File: config.mk
export PLATFORM = sky130hd
export DESIGN_NAME = axi_mem_slice
export DESIGN_NICKNAME = d
export VERILOG_FILES = /design/src/rtl/axi_mem_slice.sv
export SDC_FILE = /design/constraint.sdc
export NUM_CORES = 1
export LEC_CHECK = 0
export CORE_MARGIN = 1.5
export CORE_UTILIZATION = 30
export CTS_CLUSTER_SIZE = 20
export DETAILED_ROUTE_END_ITERATION = 6
export PLACE_DENSITY = 0.58
export SYNTH_ARGS = -nofsm -noshare
export SYNTH_HDL_FRONTEND = slang
export SYNTH_SLANG_ARGS = --single-unit
export TNS_END_PERCENT = 100
File: constraint.sdc
create_clock -name clk -period 5.6 [get_ports clk]
set_input_delay 1.68 -clock clk [delete_from_list [all_inputs] [get_ports clk]]
set_output_delay 1.68 -clock clk [all_outputs]
set_load 0.01 [all_outputs]
File: src/rtl/axi_mem_slice.sv
// AXI4 five-channel register slice: every channel passes through a 2-entry skid buffer
// so no valid, ready or payload path crosses combinationally between the two sides.

module axi_mem_slice_buf #(
    parameter int unsigned DATA_W = 1
) (
    input  logic              clk,
    input  logic              rst_n,
    input  logic              in_valid,
    output logic              in_ready,
    input  logic [DATA_W-1:0] in_data,
    output logic              out_valid,
    input  logic              out_ready,
    output logic [DATA_W-1:0] out_data
);
    logic [1:0]        count_q, count_d;
    logic              wr_ptr_q, wr_ptr_d;
    logic              rd_ptr_q, rd_ptr_d;
    logic              in_ready_q, in_ready_d;
    logic              out_valid_q, out_valid_d;
    logic [DATA_W-1:0] entry_q [2];
    logic [DATA_W-1:0] entry_d [2];
    logic              push, pop;

    always_comb begin
        push        = in_valid & in_ready_q;
        pop         = out_valid_q & out_ready;
        count_d     = count_q;
        wr_ptr_d    = wr_ptr_q;
        rd_ptr_d    = rd_ptr_q;
        entry_d     = entry_q;
        if (push) begin
            entry_d[wr_ptr_q] = in_data;
            wr_ptr_d          = ~wr_ptr_q;
        end
        if (pop) begin
            rd_ptr_d = ~rd_ptr_q;
        end
        if (push && !pop) begin
            count_d = count_q + 2'd1;
        end else if (pop && !push) begin
            count_d = count_q - 2'd1;
        end
        // Handshake flags are precomputed from the next count so both are plain flops.
        in_ready_d  = (count_d != 2'd2);
        out_valid_d = (count_d != 2'd0);
    end

    always_ff @(posedge clk or negedge rst_n) begin
        if (!rst_n) begin
            count_q     <= '0;
            wr_ptr_q    <= 1'b0;
            rd_ptr_q    <= 1'b0;
            in_ready_q  <= 1'b1;
            out_valid_q <= 1'b0;
        end else begin
            count_q     <= count_d;
            wr_ptr_q    <= wr_ptr_d;
            rd_ptr_q    <= rd_ptr_d;
            in_ready_q  <= in_ready_d;
            out_valid_q <= out_valid_d;
        end
    end

    always_ff @(posedge clk) begin
        entry_q <= entry_d;
    end

    assign in_ready  = in_ready_q;
    assign out_valid = out_valid_q;
    assign out_data  = entry_q[rd_ptr_q];
endmodule

module axi_mem_slice #(
    parameter int unsigned AXI_ADDR_WIDTH = 32,
    parameter int unsigned AXI_DATA_WIDTH = 64,
    parameter int unsigned AXI_ID_WIDTH   = 10,
    parameter int unsigned AXI_USER_WIDTH = 10
) (
    input  logic                        clk,
    input  logic                        rst_n,
    input  logic                        test_en_i,
    input  logic                        slave_aw_valid,
    output logic                        slave_aw_ready,
    input  logic [AXI_ID_WIDTH-1:0]     slave_aw_id,
    input  logic [AXI_ADDR_WIDTH-1:0]   slave_aw_addr,
    input  logic [7:0]                  slave_aw_len,
    input  logic [2:0]                  slave_aw_size,
    input  logic [1:0]                  slave_aw_burst,
    input  logic                        slave_aw_lock,
    input  logic [3:0]                  slave_aw_cache,
    input  logic [2:0]                  slave_aw_prot,
    input  logic [3:0]                  slave_aw_region,
    input  logic [3:0]                  slave_aw_qos,
    input  logic [AXI_USER_WIDTH-1:0]   slave_aw_user,
    input  logic                        slave_w_valid,
    output logic                        slave_w_ready,
    input  logic [AXI_DATA_WIDTH-1:0]   slave_w_data,
    input  logic [AXI_DATA_WIDTH/8-1:0] slave_w_strb,
    input  logic                        slave_w_last,
    input  logic [AXI_USER_WIDTH-1:0]   slave_w_user,
    output logic                        slave_b_valid,
    input  logic                        slave_b_ready,
    output logic [AXI_ID_WIDTH-1:0]     slave_b_id,
    output logic [1:0]                  slave_b_resp,
    output logic [AXI_USER_WIDTH-1:0]   slave_b_user,
    input  logic                        slave_ar_valid,
    output logic                        slave_ar_ready,
    input  logic [AXI_ID_WIDTH-1:0]     slave_ar_id,
    input  logic [AXI_ADDR_WIDTH-1:0]   slave_ar_addr,
    input  logic [7:0]                  slave_ar_len,
    input  logic [2:0]                  slave_ar_size,
    input  logic [1:0]                  slave_ar_burst,
    input  logic                        slave_ar_lock,
    input  logic [3:0]                  slave_ar_cache,
    input  logic [2:0]                  slave_ar_prot,
    input  logic [3:0]                  slave_ar_region,
    input  logic [3:0]                  slave_ar_qos,
    input  logic [AXI_USER_WIDTH-1:0]   slave_ar_user,
    output logic                        slave_r_valid,
    input  logic                        slave_r_ready,
    output logic [AXI_ID_WIDTH-1:0]     slave_r_id,
    output logic [AXI_DATA_WIDTH-1:0]   slave_r_data,
    output logic [1:0]                  slave_r_resp,
    output logic                        slave_r_last,
    output logic [AXI_USER_WIDTH-1:0]   slave_r_user,
    output logic                        master_aw_valid,
    input  logic                        master_aw_ready,
    output logic [AXI_ID_WIDTH-1:0]     master_aw_id,
    output logic [AXI_ADDR_WIDTH-1:0]   master_aw_addr,
    output logic [7:0]                  master_aw_len,
    output logic [2:0]                  master_aw_size,
    output logic [1:0]                  master_aw_burst,
    output logic                        master_aw_lock,
    output logic [3:0]                  master_aw_cache,
    output logic [2:0]                  master_aw_prot,
    output logic [3:0]                  master_aw_region,
    output logic [3:0]                  master_aw_qos,
    output logic [AXI_USER_WIDTH-1:0]   master_aw_user,
    output logic                        master_w_valid,
    input  logic                        master_w_ready,
    output logic [AXI_DATA_WIDTH-1:0]   master_w_data,
    output logic [AXI_DATA_WIDTH/8-1:0] master_w_strb,
    output logic                        master_w_last,
    output logic [AXI_USER_WIDTH-1:0]   master_w_user,
    input  logic                        master_b_valid,
    output logic                        master_b_ready,
    input  logic [AXI_ID_WIDTH-1:0]     master_b_id,
    input  logic [1:0]                  master_b_resp,
    input  logic [AXI_USER_WIDTH-1:0]   master_b_user,
    output logic                        master_ar_valid,
    input  logic                        master_ar_ready,
    output logic [AXI_ID_WIDTH-1:0]     master_ar_id,
    output logic [AXI_ADDR_WIDTH-1:0]   master_ar_addr,
    output logic [7:0]                  master_ar_len,
    output logic [2:0]                  master_ar_size,
    output logic [1:0]                  master_ar_burst,
    output logic                        master_ar_lock,
    output logic [3:0]                  master_ar_cache,
    output logic [2:0]                  master_ar_prot,
    output logic [3:0]                  master_ar_region,
    output logic [3:0]                  master_ar_qos,
    output logic [AXI_USER_WIDTH-1:0]   master_ar_user,
    input  logic                        master_r_valid,
    output logic                        master_r_ready,
    input  logic [AXI_ID_WIDTH-1:0]     master_r_id,
    input  logic [AXI_DATA_WIDTH-1:0]   master_r_data,
    input  logic [1:0]                  master_r_resp,
    input  logic                        master_r_last,
    input  logic [AXI_USER_WIDTH-1:0]   master_r_user
);
    localparam int unsigned AX_W = AXI_ID_WIDTH + AXI_ADDR_WIDTH + 29 + AXI_USER_WIDTH;
    localparam int unsigned W_W  = AXI_DATA_WIDTH + AXI_DATA_WIDTH/8 + 1 + AXI_USER_WIDTH;
    localparam int unsigned B_W  = AXI_ID_WIDTH + 2 + AXI_USER_WIDTH;
    localparam int unsigned R_W  = AXI_ID_WIDTH + AXI_DATA_WIDTH + 3 + AXI_USER_WIDTH;

    logic [AX_W-1:0] aw_out, ar_out;
    logic [W_W-1:0]  w_out;
    logic [B_W-1:0]  b_out;
    logic [R_W-1:0]  r_out;
    logic            unused_test_en;

    assign unused_test_en = test_en_i;

    axi_mem_slice_buf #(.DATA_W(AX_W)) u_aw (
        .clk, .rst_n,
        .in_valid (slave_aw_valid), .in_ready (slave_aw_ready),
        .in_data  ({slave_aw_id, slave_aw_addr, slave_aw_len, slave_aw_size, slave_aw_burst,
                    slave_aw_lock, slave_aw_cache, slave_aw_prot, slave_aw_region,
                    slave_aw_qos, slave_aw_user}),
        .out_valid(master_aw_valid), .out_ready(master_aw_ready), .out_data(aw_out)
    );
    assign {master_aw_id, master_aw_addr, master_aw_len, master_aw_size, master_aw_burst,
            master_aw_lock, master_aw_cache, master_aw_prot, master_aw_region,
            master_aw_qos, master_aw_user} = aw_out;

    axi_mem_slice_buf #(.DATA_W(W_W)) u_w (
        .clk, .rst_n,
        .in_valid (slave_w_valid), .in_ready (slave_w_ready),
        .in_data  ({slave_w_data, slave_w_strb, slave_w_last, slave_w_user}),
        .out_valid(master_w_valid), .out_ready(master_w_ready), .out_data(w_out)
    );
    assign {master_w_data, master_w_strb, master_w_last, master_w_user} = w_out;

    axi_mem_slice_buf #(.DATA_W(B_W)) u_b (
        .clk, .rst_n,
        .in_valid (master_b_valid), .in_ready (master_b_ready),
        .in_data  ({master_b_id, master_b_resp, master_b_user}),
        .out_valid(slave_b_valid), .out_ready(slave_b_ready), .out_data(b_out)
    );
    assign {slave_b_id, slave_b_resp, slave_b_user} = b_out;

    axi_mem_slice_buf #(.DATA_W(AX_W)) u_ar (
        .clk, .rst_n,
        .in_valid (slave_ar_valid), .in_ready (slave_ar_ready),
        .in_data  ({slave_ar_id, slave_ar_addr, slave_ar_len, slave_ar_size, slave_ar_burst,
                    slave_ar_lock, slave_ar_cache, slave_ar_prot, slave_ar_region,
                    slave_ar_qos, slave_ar_user}),
        .out_valid(master_ar_valid), .out_ready(master_ar_ready), .out_data(ar_out)
    );
    assign {master_ar_id, master_ar_addr, master_ar_len, master_ar_size, master_ar_burst,
            master_ar_lock, master_ar_cache, master_ar_prot, master_ar_region,
            master_ar_qos, master_ar_user} = ar_out;

    axi_mem_slice_buf #(.DATA_W(R_W)) u_r (
        .clk, .rst_n,
        .in_valid (master_r_valid), .in_ready (master_r_ready),
        .in_data  ({master_r_id, master_r_data, master_r_resp, master_r_last, master_r_user}),
        .out_valid(slave_r_valid), .out_ready(slave_r_ready), .out_data(r_out)
    );
    assign {slave_r_id, slave_r_data, slave_r_resp, slave_r_last, slave_r_user} = r_out;
endmodule

==> qor_table.md <==
| Metric | Reported |
|:---|:---|
| Vias in the first global route | 15530 |
| Final routed wire length divided by cell count | 21.0 um |
| Congestion Overflow GR | 0 |
| Fillers | 7911 |
| Number of buffers inserted for hold repair after clock tree synthesis | 0 |
| Area growth from synthesis to layout | 41.7% |
| Final core utilization | 42.8% |
| Synth Cell Area | 0.0271 mm^2 |
| Clock Latency Late Sink | 0.62 ns |
| CP Data Arrival Time | 2.81 ns |
| Post-route non-filler standard cell count | 3272 |
| Number of pins with negative max-slew slack in the final report | 0 |
| Final ANT Viol Nets | 0 |
| Clock slew at the register clock pins of the worst setup and hold paths | 0.06 ns |
| Mean instance size in the synthesized netlist | 21.9 um^2 |
| Final worst path period need | 4.49 ns |
| Final number of setup-violating endpoints | 0 |
| Post-Syn Nets | 1609 |
| NumNets Final | 2403 |
| Initial antenna violation count | 8 |
| Final standard cell area without fillers | 0.0385 mm^2 |
| Instance count along the most critical hold path | 1 |
| Highest clock rate | 222 MHz |
| IO Count | 731 |
| Clock Root Buffer | clkbuf_16 |
| Crit path max fanout | 82 |
| Number of warnings printed during yosys synthesis | 0 |
| H-tree depth | 3 |
| Relative slew margins | 21.0% |
| Via/cell ratio | 4.38 |
| Share of cells above drive strength 1 | 20.9% |
| Class of the most critical setup path | register to primary output |
| Placement Rows | 110 |
| Number of buffers added for setup after CTS | 0 |
| Detailed-route via count | 14329 |
| Instance count after placement with tap cells included | 3130 |
| Sequential area share after synthesis | 81.1% |
| Worst setup skew after layout | 0.0215 ns |
| Die Footprint | 0.0923 mm^2 |
| Number of flip-flops and latches in the synthesized netlist | 738 |
| Worst hold-check slack | 0.527 ns |
| Inserted Clock Buffers | 80 |
| Number of maximum-capacitance constraint violations | 0 |
| First-pass GRT wire length | 101000 um |
| Detailed Routing Iterations Pass 1 | 4 |
| Total wire length after detailed routing | 68900 um |
| Post-cts resize count | 0 |
| Worst Path Required | 3.92 ns |
| Clock tree buffer depth | 3 |
| Routability-driven placement congestion ratio | 0.836 |
| Crit end category | primary output |
| Synthesized instance count | 1242 |
| Result of the run | completed |
| Die extent in y | 304 um |
| Total DRC errors in the routed layout | 0 |
| LEAKAGE | 0.0129 uW |
| Area of the core | 0.0899 mm^2 |
| Iteration-0 DRC Markers | 560 |
| Die Wd | 304 um |
| Largest net degree at the start of global routing | 85 |
| Count of clock tree sinks | 738 |
| Half-perimeter wire length after placement | 48800 um |
| Total negative slack for setup checks | 0 ns |
| Worst Tran Pin Value | 1.18 ns |
| Power per standard cell area | 507 mW/mm^2 |
| Library cells used by synthesis | 28 |
| Effective utilization at floorplan | 30.2% |
| Number of failing hold endpoints at the final stage | 0 |
| Share of the clock period used by the worst path | 80.3% |
| Worst reg2reg path depth | 3 |
| Critical path startpoint category | register |
| Clock tree from TritonCTS | done |
| Hold crit path type | register to register |
| Placed Area | 0.0359 mm^2 |
| IR Drop Worst-Case VDD | 0.000304 V |
| Combined global-route utilization of all metal layers | 14.6% |
| # port buffers | 729 |
| Setup repair after global routing missed its margin | false |
-- cells in the final DEF (no fill, tap or decap), types with 3 or more instances in the layout --
cell type / n
clkdlybuf4s50_1: 728
edfxtp_1: 708
mux2_2: 264
clkbuf_16: 81
mux2_1: 72
clkbuf_1: 24
dfrtp_1: 21
mux2_4: 20
xnor2_1: 19
buf_4: 17
nand2_1: 14
clkinv_1: 12
nor3_1: 9
and2_1: 8
a211oi_1: 8
clkinv_2: 7
bufinv_16: 7
buf_12: 6
nor2_1: 5
and3_1: 5
dfstp_2: 5
nand2_2: 4
nor2_4: 4
and2b_1: 4
a21oi_1: 4
nor4b_2: 4
a2111o_1: 4
and3_4: 4
nor4b_1: 4
dfrtp_4: 4
diode_2: 3
mux2i_1: 3
inv_6: 3
-- critical path: stages, from the launching register on --
cell and delay [ns]:
dfrtp_4 1.16, mux2_2 0.43, clkdlybuf4s50_1 0.52
-- cell type report --
class / instances / area [um^2] / area share (%)
well taps: 1176 / 1470 / 3.83
diodes: 3 / 7.51 / 0.0195
clock inverters: 34 / 402 / 1.04
repair buffers: 752 / 7540 / 19.6
flip-flops and latches: 738 / 22000 / 57.3
clock buffers: 105 / 2120 / 5.51
multi-input cells: 464 / 4880 / 12.7
-- cells by family (layout without fill, tap and decap cells) --
| family | count (synthesis) | in the layout | synth area share (%) |
|---|---|---|---|
| buffers and inverters | 40 | 891 | 1.09 |
| other | 0 | 3 | 0 |
| DFF | 738 | 738 | 81.1 |
| and+or+nand+nor | 68 | 68 | 1.50 |
| xor gates and xnor gates | 20 | 20 | 0.645 |
| AOI/OAI and AO/OA | 17 | 17 | 0.489 |
| muxes | 359 | 359 | 15.2 |
-- through the flow --
stage | worst slack (ns) | power [uW]
floorplan | 1.13 | 11100
global placement | 1.68 | 14500
detailed placement | 1.67 | 14600
CTS | 0.966 | 19800
global route | 0.954 | 20400
finish | 1.11 | 19500
-- layer usage --
layer / up-vias / track usage, % / share of wire, %
li1: 6530 / - / -
met1: 7212 / 15.9 / 37
met2: 476 / 26.5 / 53
met3: 103 / 5.41 / 7.7
met4: 8 / 3.72 / 1.6
met5: - / 0 / 0.090
-- worst paths after layout --
| kind | start | to | slack (ns) |
|---|---|---|---|
| max | u_ar.rd_ptr_q$_DFFE_PN0P_ | master_ar_addr[19] | 1.11 |
| min in group asynchronous | rst_n | u_b.wr_ptr_q$_DFFE_PN0N_ | 1.13 |
| max in group asynchronous | rst_n | u_w.rd_ptr_q$_DFFE_PN0P_ | 3.90 |
| max reg2reg | u_aw.in_ready$_DFF_PN1_ | u_aw.entry_q[105]$_DFFE_PP_ | 3.51 |
| min reg2reg | u_b.wr_ptr_q$_DFFE_PN0N_ | u_b.wr_ptr_q$_DFFE_PN0N_ | 0.53 |
| min | u_b.wr_ptr_q$_DFFE_PN0N_ | u_b.wr_ptr_q$_DFFE_PN0N_ | 0.53 |
-- power breakdown --
part	leakage, uW	switching [uW]	internal [uW]
logic	0.00479	2930	3480
registers	0.00692	537	7440
clock network	0.00122	2100	3000
-- registers in the layout (all words and copies together) (netlist names), 2 cells and up --
| register | flops |
|---|---|
| u_w.entry_q | 166 |
| u_aw.count_q | 2 |
| u_aw.entry_q | 162 |
| u_r.count_q | 2 |
| u_ar.count_q | 2 |
| u_r.entry_q | 174 |
| u_w.count_q | 2 |
| u_b.count_q | 2 |
| u_ar.entry_q | 162 |
| u_b.entry_q | 44 |
-- cell usage after synthesis, drive strengths merged --
| cell type | number | area share, % |
|---|---|---|
| edfxtp | 708 | 78 |
| mux2 | 356 | 15 |
| buf | 39 | 1.1 |
| dfrtp | 25 | 2.3 |
| xnor2 | 19 | 0.61 |
| nand2 | 18 | 0.29 |
| nor2 | 10 | 0.14 |
| and3 | 9 | 0.21 |
| nor3 | 9 | 0.17 |
| a211oi | 8 | 0.22 |
| and2 | 8 | 0.18 |
| nor4b | 8 | 0.35 |
| dfstp | 5 | 0.48 |
| a2111o | 4 | 0.17 |
| a21oi | 4 | 0.074 |
| and2b | 4 | 0.11 |
| mux2i | 3 | 0.11 |
| a21boi | 1 | 0.028 |
| and3b | 1 | 0.032 |
| clkbuf | 1 | 0.014 |
| nor3b | 1 | 0.028 |
| xor2 | 1 | 0.032 |
Note: power is estimated with default switching activity, not from simulation.
